### config.mk
export PLATFORM = sky130hd
export DESIGN_NAME = seq_tx_flat
export DESIGN_NICKNAME = d
export VERILOG_FILES = /design/src/rtl/seq_tx_if.sv /design/src/rtl/seq_tx.sv /design/src/flat_wrapper.sv
export SDC_FILE = /design/constraint.sdc
export NUM_CORES = 1
export LEC_CHECK = 0
export BUFFER_PORTS_ARGS = -buffer_cell sky130_fd_sc_hd__buf_2
export CORE_UTILIZATION = 52
export CTS_CLUSTER_DIAMETER = 50
export CTS_CLUSTER_SIZE = 12
export DETAILED_ROUTE_END_ITERATION = 10
export HOLD_SLACK_MARGIN = 0.03
export PLACE_DENSITY_LB_ADDON = 0.2
export SETUP_SLACK_MARGIN = 0.15
export SYNTH_ARGS = -nofsm -noshare
export SYNTH_HDL_FRONTEND = slang
export SYNTH_SLANG_ARGS = --single-unit
### constraint.sdc
create_clock -name clk -period 2.35 [get_ports clk]
set_input_delay 0.3525 -clock clk [delete_from_list [all_inputs] [get_ports clk]]
set_output_delay 0.3525 -clock clk [all_outputs]
set_load 0.05 [all_outputs]
### src/rtl/seq_tx_if.sv
// Serial pattern transmitter link bundle: request/control inputs and the
// registered serial line plus status flags.
interface seq_tx_if;
    logic       start;
    logic [3:0] rep_num;
    logic       abort;
    logic       dout;
    logic       dout_en;
    logic       busy;
    logic       done;

    modport master (
        output start, rep_num, abort,
        input  dout, dout_en, busy, done
    );

    modport slave (
        input  start, rep_num, abort,
        output dout, dout_en, busy, done
    );
endinterface

### src/rtl/seq_tx.sv
// Serial pattern transmitter: emits rep_num framed copies of PATTERN, each
// frame being GAP idle zeros followed by the pattern MSB first.
module seq_tx #(
    parameter int unsigned        PAT_LEN = 5,
    parameter logic [PAT_LEN-1:0] PATTERN = 5'b10010,
    parameter int unsigned        GAP     = 2
) (
    input logic     clk,
    input logic     rst_n,
    seq_tx_if.slave bus
);
    localparam logic [3:0] GAP_LAST = 4'(GAP - 1);
    localparam logic [3:0] BIT_LAST = 4'(PAT_LEN - 1);

    typedef enum logic [1:0] {
        IDLE = 2'd0,
        LEAD = 2'd1,
        SEND = 2'd2
    } state_t;

    state_t     state_q, state_d;
    logic [3:0] gap_q, gap_d;
    logic [3:0] bit_q, bit_d;
    logic [3:0] frames_q, frames_d;
    logic [3:0] frames_rem;
    logic       accept;
    logic       last_bit;

    logic dout_q, dout_d;
    logic dout_en_q, dout_en_d;
    logic busy_q, busy_d;
    logic done_q, done_d;

    always_ff @(posedge clk or negedge rst_n) begin
        if (!rst_n) begin
            state_q   <= IDLE;
            gap_q     <= '0;
            bit_q     <= '0;
            frames_q  <= '0;
            dout_q    <= 1'b0;
            dout_en_q <= 1'b0;
            busy_q    <= 1'b0;
            done_q    <= 1'b0;
        end else begin
            state_q   <= state_d;
            gap_q     <= gap_d;
            bit_q     <= bit_d;
            frames_q  <= frames_d;
            dout_q    <= dout_d;
            dout_en_q <= dout_en_d;
            busy_q    <= busy_d;
            done_q    <= done_d;
        end
    end

    always_comb begin
        state_d    = state_q;
        gap_d      = gap_q;
        bit_d      = bit_q;
        frames_d   = frames_q;
        accept     = 1'b0;
        last_bit   = (bit_q == BIT_LAST);
        frames_rem = frames_q - 4'(frames_q != 4'd0);

        case (state_q)
            IDLE: accept = bus.start && !bus.abort;
            LEAD: begin
                if (gap_q == GAP_LAST) begin
                    state_d = SEND;
                    bit_d   = '0;
                end else begin
                    gap_d = gap_q + 4'd1;
                end
            end
            SEND: begin
                if (last_bit) begin
                    if (frames_rem != 4'd0) begin
                        state_d  = LEAD;
                        gap_d    = '0;
                        bit_d    = '0;
                        frames_d = frames_rem;
                    end else begin
                        // The completion edge already counts as IDLE, so a held
                        // start chains the next run without a dead cycle.
                        state_d  = IDLE;
                        frames_d = '0;
                        accept   = bus.start;
                    end
                end else begin
                    bit_d = bit_q + 4'd1;
                end
            end
            default: state_d = IDLE;
        endcase

        if (accept) begin
            state_d  = LEAD;
            gap_d    = '0;
            bit_d    = '0;
            frames_d = (bus.rep_num == 4'd0) ? 4'd1 : bus.rep_num;
        end

        if (bus.abort && (state_q != IDLE)) begin
            state_d  = IDLE;
            gap_d    = '0;
            bit_d    = '0;
            frames_d = '0;
        end
    end

    // Outputs are derived from the next state so they land in registers.
    always_comb begin
        dout_d    = 1'b0;
        dout_en_d = (state_d == SEND);
        busy_d    = (state_d != IDLE);
        done_d    = (state_q == SEND) && last_bit && (frames_rem == 4'd0) && !bus.abort;
        if (state_d == SEND) begin
            for (int i = 0; i < int'(PAT_LEN); i++) begin
                if ((BIT_LAST - bit_d) == 4'(i)) begin
                    dout_d = PATTERN[i];
                end
            end
        end
    end

    assign bus.dout    = dout_q;
    assign bus.dout_en = dout_en_q;
    assign bus.busy    = busy_q;
    assign bus.done    = done_q;
endmodule

### src/flat_wrapper.sv
// flat-port wrapper written by rule: the top's interface ports become plain ports
module seq_tx_flat 
#(
    parameter int unsigned        PAT_LEN = 5,
    parameter logic [PAT_LEN-1:0] PATTERN = 5'b10010,
    parameter int unsigned        GAP     = 2
)
  (clk, rst_n, bus_start, bus_rep_num, bus_abort, bus_dout, bus_dout_en, bus_busy, bus_done);
  seq_tx_if bus_i ();
  input logic clk;
  input logic rst_n;
  input wire logic [$bits(bus_i.start)-1:0] bus_start;
  input wire logic [$bits(bus_i.rep_num)-1:0] bus_rep_num;
  input wire logic [$bits(bus_i.abort)-1:0] bus_abort;
  output wire logic [$bits(bus_i.dout)-1:0] bus_dout;
  output wire logic [$bits(bus_i.dout_en)-1:0] bus_dout_en;
  output wire logic [$bits(bus_i.busy)-1:0] bus_busy;
  output wire logic [$bits(bus_i.done)-1:0] bus_done;
  assign bus_i.start = bus_start;
  assign bus_i.rep_num = bus_rep_num;
  assign bus_i.abort = bus_abort;
  assign bus_dout = bus_i.dout;
  assign bus_dout_en = bus_i.dout_en;
  assign bus_busy = bus_i.busy;
  assign bus_done = bus_i.done;
  seq_tx #(.PAT_LEN(PAT_LEN), .PATTERN(PATTERN), .GAP(GAP)) u_core (.clk(clk), .rst_n(rst_n), .bus(bus_i));
endmodule
After elaboration in Yosys (flattened, before gate mapping) --
Cells that the tools add are included.
Cells by class: reduce and logical (&&, ||, !) cells 18, multiplexer cells 32, eq/ne operators 12, add/sub/neg operators 4
Operators by type and width (count):
- 2-to-1 mux 4 bit | 16
- one-hot mux 4 bit (2 select lines) | 2
- nonzero test 4 bit | 3
- adder 4 x 1 -> 4 bit (second input constant) | 2
- == test 4 x 1 -> 1 bit (second input constant) | 2
- == test 4 x 2 -> 1 bit (second input constant) | 2
- == test 4 x 3 -> 1 bit (second input constant) | 2
- logical NOT 4 bit | 2
- 2-to-1 mux 1 bit | 8
- 2-to-1 mux 2 bit | 4
- inequality test 4 x 1 -> 1 bit (second input constant) | 2
- one-hot mux 2 bit (3 select lines) | 1
- nonzero test 3 bit | 2
- logical AND 1 bit | 5
- == test 2 bit (second input constant) | 2
- inequality test 4 x 3 -> 1 bit (second input constant) | 1
- AND reduction 4 bit | 1
- nonzero test 2 bit | 2
- subtractor 3 x 4 -> 4 bit (first input constant) | 1
- subtractor 4 x 1 -> 4 bit | 1
- == test 2 x 1 -> 1 bit (second input constant) | 1
- logical NOT 2 bit | 1
- one-hot mux 1 bit (2 select lines) | 1
- AND reduction 2 bit | 1
- logical NOT 1 bit | 1
Word-level totals: word-level logic and storage cells 74, input port bits 8, flip-flop bits (word level) 18, output and inout port bits 4

Depth between registers and ports, before layout --
word-level depth 15, gate-level depth with buffers 10, mapped depth without buffers 10

Worst setup path after synthesis --
Ideal clock, no wire load.
path kind flip-flop to flip-flop, start register u_core.frames_q[1], end register u_core.dout_q (netlist: u_core.bus.dout), buffers on the path 0, required time 2.255 ns, path slack -0.024 ns, arrival 2.279 ns, clock period less this slack 2.374 ns, library setup time 0.095 ns, stages on the path, launching flop included 11, cell sequence dfrtp_1 nor3_1 nand2_1 ha_1 ha_1 xnor2_1 nand3_1 o31ai_2 nor2_2 and3_1 nor4b_2
On the way: longest elaborated chain between the ends 15, elaborated cells between the ends (all ways) 27, those cells by class 2 x add/sub; 5 x eq/ne; 18 x mux; 2 x reduce/logical
Ends and longest elaborated chain:
- from (decl) | line seq_tx.sv:24 | logic [3:0] frames_q, frames_d;
- from (signal assigned) | line seq_tx.sv:48 | frames_q <= frames_d;
- nonzero test 4 bit | line seq_tx.sv:63 | frames_rem = frames_q - 4'(frames_q != 4'd0);
- subtractor 4 x 1 -> 4 bit (*) | line seq_tx.sv:63
- nonzero test 4 bit (*) | line seq_tx.sv:77 | if (frames_rem != 4'd0) begin
- 2-to-1 mux 4 bit / 2-to-1 mux 1 bit (equally long branches) | line seq_tx.sv:77
- 2-to-1 mux 4 bit / 2-to-1 mux 1 bit (equally long branches) | line seq_tx.sv:76 | if (last_bit) begin
- one-hot mux 4 bit (2 select lines) / one-hot mux 1 bit (2 select lines) (equally long branches) | line seq_tx.sv:65 | case (state_q)
- 2-to-1 mux 4 bit (*) | line seq_tx.sv:96 | if (accept) begin
- 2-to-1 mux 4 bit (*) | line seq_tx.sv:103 | if (bus.abort && (state_q != IDLE)) begin
- via u_core.bit_d[2] | line seq_tx.sv:23 | logic [3:0] bit_q, bit_d;
- subtractor 3 x 4 -> 4 bit (*)
- == test 4 x 1 -> 1 bit | line seq_tx.sv:119 | if ((BIT_LAST - bit_d) == 4'(i)) begin
- 2-to-1 mux 1 bit (3 in a row) | line seq_tx.sv:119
- 2-to-1 mux 1 bit (*) | line seq_tx.sv:119
- 2-to-1 mux 1 bit (*) | line seq_tx.sv:117 | if (state_d == SEND) begin
- via u_core.dout_d | line seq_tx.sv:29 | logic dout_q, dout_d;
- to (signal assigned) | line seq_tx.sv:49 | dout_q <= dout_d;
- to (decl) | line seq_tx.sv:29
The timed path passes the listed nets; every way through them passes the cells marked *. A chain may end at the register's enable or synchronous reset.

Worst setup path in the final report --
start register u_core.frames_q[2], end register u_core.gap_q[2]
On the way: longest elaborated chain between the ends 8, elaborated cells between the ends (all ways) 13, those cells by class 1 x add/sub; 3 x eq/ne; 5 x mux; 4 x reduce/logical
Ends and longest elaborated chain:
- nonzero test 4 bit | line seq_tx.sv:63
- subtractor 4 x 1 -> 4 bit (*) | line seq_tx.sv:63
- nonzero test 4 bit (*) | line seq_tx.sv:77
- 2-to-1 mux 1 bit | line seq_tx.sv:77
- 2-to-1 mux 1 bit | line seq_tx.sv:76
- one-hot mux 1 bit (2 select lines) | line seq_tx.sv:65
- inequality test 4 x 1 -> 1 bit (no source line), or another cell as far along
- AND reduction 4 bit (no source line) / 2-to-1 mux 4 bit (equally long branches)
- to (signal assigned) | line seq_tx.sv:46 | gap_q <= gap_d;
- to (decl) | line seq_tx.sv:22 | logic [3:0] gap_q, gap_d;
Mark *: on every way between the ends. The rest lies on a longest branch, timed or not.

==> out/metrics.yaml <==
outcome:
  status: "finished, violations left"
  violations: "negative setup slack"
hold_path:
  holdPathStages: 2
  hold_class: "in2reg"
  worstHoldStart: "bus_abort"
  min_to: "u_core.bus.done"
yosys:
  yosysUniqueCellTypes: 40
  ys_ff_latch: 18
  yosysSeqAreaShare_pct: 35.9
  yosys-top-cells-area: "dfrtp_1 36%, ha_1 11%, a21oi_1 5.6%"
  synth_nets: 157
  synth_edf_count: 0
  netlist_instances: 138
  syn_area_sq_um: 1250
  yosys_warnings: 0
  synth_top_area_share_pct: 35.9
  synth_top_area_cell: "dfrtp_1"
  synth_flop_cell: "dfrtp_1"
  syn-mean-instance-area_sq_um: 9.09
  async_reset_ff_share_pct: 100
finish:
  nFillCells: 181
  postLayoutCellArea_sq_um: 1550
  layout_common_cells: "18 x dfrtp_1, 12 x inv_1, 12 x a21oi_1"
  finalNetCount: 184
  antennaDiodeCount: 0
  stdcell_count: 191
  layout_commonest_cell: "dfrtp_1"
  drive_gt1_share_pct: 27.6
  syn_to_final_growth_pct: 23.8
critical_path:
  crit_type: "reg2reg"
  cp_data_arrival_time_ns: 2.54
  cp.required_ns: 2.52
  r2r_cells: 12
  cp-end-kind: "register"
  r2r_slack_ns: -0.01
  start_kind: "register"
  path_max_fanout: 5
  timing.rr.start: "u_core.frames_q[2]"
  worstReg2RegEnd: "u_core.gap_q[2]"
global_routing:
  grt_max_degree: 19
  gr-usage-all-layers_pct: 24.6
  grt_pass1_wl_um: 4680
  grt_pass1_vias: 1079
  antenna_found_initial: 0
  grt.overflow.total: 0
cts:
  cts_max_level: 1
  clk_path_buf_depth: 2
  cts_made_buffers: 3
  cts_sinks: 18
  cts-root-buf: "clkbuf_4"
  cts_tree: "built"
  clk_pin_slew_ns: 0.09
  clock_latency_ns: 0.29
power:
  ir_worst_vdd_v: 0.000809
  combPwrFrac_pct: 67.8
  power_mw: 2.04
  switchingPower_mw: 0.957
  power.density_nw_per_um2: 1310
  p_int_mw: 1.08
  swShare_pct: 47.0
  seq_power_share_pct: 25.1
  p_leak_nw: 0.689
  clock_power_share_pct: 7.2
route:
  drtAntennaViolNets: 0
  drt_iter0_drc: 36
  routed_wl_um: 2800
  wl_per_cell_um: 14.7
  vias_per_cell: 5.83
  drt_pre_antenna_iters: 4
  routed-via-count: 1114
  drc: 0
timing:
  relSlewSlack_pct: 65.5
  whs_ns: 0.282
  period_minus_slack_ns: 2.36
  finClkSkew_ns: 0.00263
  finalWorstSetupSlack_ns: -0.0139
  worst_pin_slew_ns: 0.515
  rsz0062_at_grt: "true"
  post-route-period-util_pct: 101
  finalMaxSlewViolations: 0
  fmax_mhz: 423
  hold_viol_final: 0
  setup_violations: 3
placed_design:
  io_buffers: 11
  dpl.hpwl_um: 2130
  place_congestion: 0.909
  placed_cells: 182
  place_area_sq_um: 1410
floorplanning:
  die_y_um: 51.1
  fp.dieArea_sq_um: 2610
  die-width_um: 51.1
  coreArea_sq_um: 2230
  rows: 17
  start_util_pct: 56.2
  io_pins: 12
job:
  cap_violations: 0
worst max-delay path, stage by stage (launching register included):
cell,delay (ns)
dfrtp_1,0.40
nor3_2,0.21
nand2_1,0.12
ha_4,0.19
ha_4,0.17
xnor2_2,0.13
nand3_2,0.13
buf_4,0.17
o311ai_4,0.23
o211ai_1,0.13
buf_4,0.16
o21ai_1,0.13
o31ai_1,0.09
power groups by stage:
stage / sequential, mW / combinational (mW) / clock (mW)
after floorplan: 0.601 / 0.730 / 0
after global placement: 0.507 / 1.09 / 0
after detailed placement: 0.511 / 1.13 / 0
after CTS: 0.504 / 1.26 / 0.157
after global routing: 0.524 / 1.52 / 0.168
final: 0.510 / 1.38 / 0.146
cells in the mapped netlist (2+ instances only):
cell       instances
dfrtp_1           18
a21oi_1           14
inv_1             12
ha_1              11
nand2_1            9
o21ai_0            7
nand3_1            6
nor2_1             6
and3_1             4
nor3_1             4
and2_1             3
nand2b_1           3
o31ai_1            3
xnor2_1            3
a211oi_1           2
a32oi_1            2
clkbuf_1           2
nand4_1            2
nor2b_1            2
o21a_1             2
o21ai_1            2
o21bai_1           2
o2bb2ai_1          2
cells by family after synthesis:
group	Yosys count	synth area share, %
flip-flops	18	35.9
buffers and inverters	14	4.19
XOR/XNOR	4	3.39
AND/OR/NAND/NOR	49	22.9
AO/OA/AOI/OAI	42	22.6
adder cells (fa/ha/maj)	11	11.0
state kept, by name, summed over array words and instances, names as in the netlist:
name	flops
u_core.bit_q	4
u_core.bus.busy	1
u_core.bus.done	1
u_core.bus.dout	1
u_core.bus.dout_en	1
u_core.frames_q	4
u_core.gap_q	4
u_core.state_q	2
per-stage QoR:
stage | setup TNS, ns | util [%] | worst slack, ns
CTS | -0.0188 | 67.5 | -0.0188
detailed placement | -0.140 | 63.3 | -0.0670
floorplan | 0 | - | 0.0665
global route | -1.14 | 69.6 | -0.193
finish | -0.0171 | 69.6 | -0.0139
global placement | 0 | 63.3 | 0.0819
repair_timing:
action,CTS,global route
endpoints found under the setup margin,11,17
gates cloned,0,0
hold buffers,1,0
setup buffers,4,1
resized for setup,6,8
hold endpoints to repair,18,0
pin swaps,8,7
layer usage:
layer	vias to the layer above	track usage [%]	share of wire [%]
met1	522	31.0	46
met3	4	6.25	4.8
met2	36	41.7	48
met4	0	6.48	0.89
met5	-	0	0
li1	552	-	-
how the worst max path moves through the flow:
stage,startpoint,to,slack [ns],cells past startpoint
2_1_floorplan,u_core.frames_q[2],u_core.bus.dout,0.07,10
3_3_place_gp,u_core.frames_q[2],u_core.bus.dout,0.08,10
3_5_place_dp,u_core.frames_q[2],u_core.bus.dout,-0.07,10
4_1_cts,u_core.frames_q[1],u_core.bus.dout,-0.02,11
5_1_grt,u_core.frames_q[2],u_core.gap_q[3],-0.19,10
6_report,u_core.frames_q[2],u_core.gap_q[2],-0.01,12
cell type report:
class | instances | area (sq um) | area share [%]
Multi-Input combinational cell | 106 | 838 | 53.9
Sequential cell | 18 | 450 | 29.0
Timing Repair Buffer | 24 | 163 | 10.5
Inverter | 12 | 45.0 | 2.90
Tap cell | 28 | 35.0 | 2.25
Clock buffer | 3 | 22.5 | 1.45
Note: power is estimated with default switching activity, not from simulation.
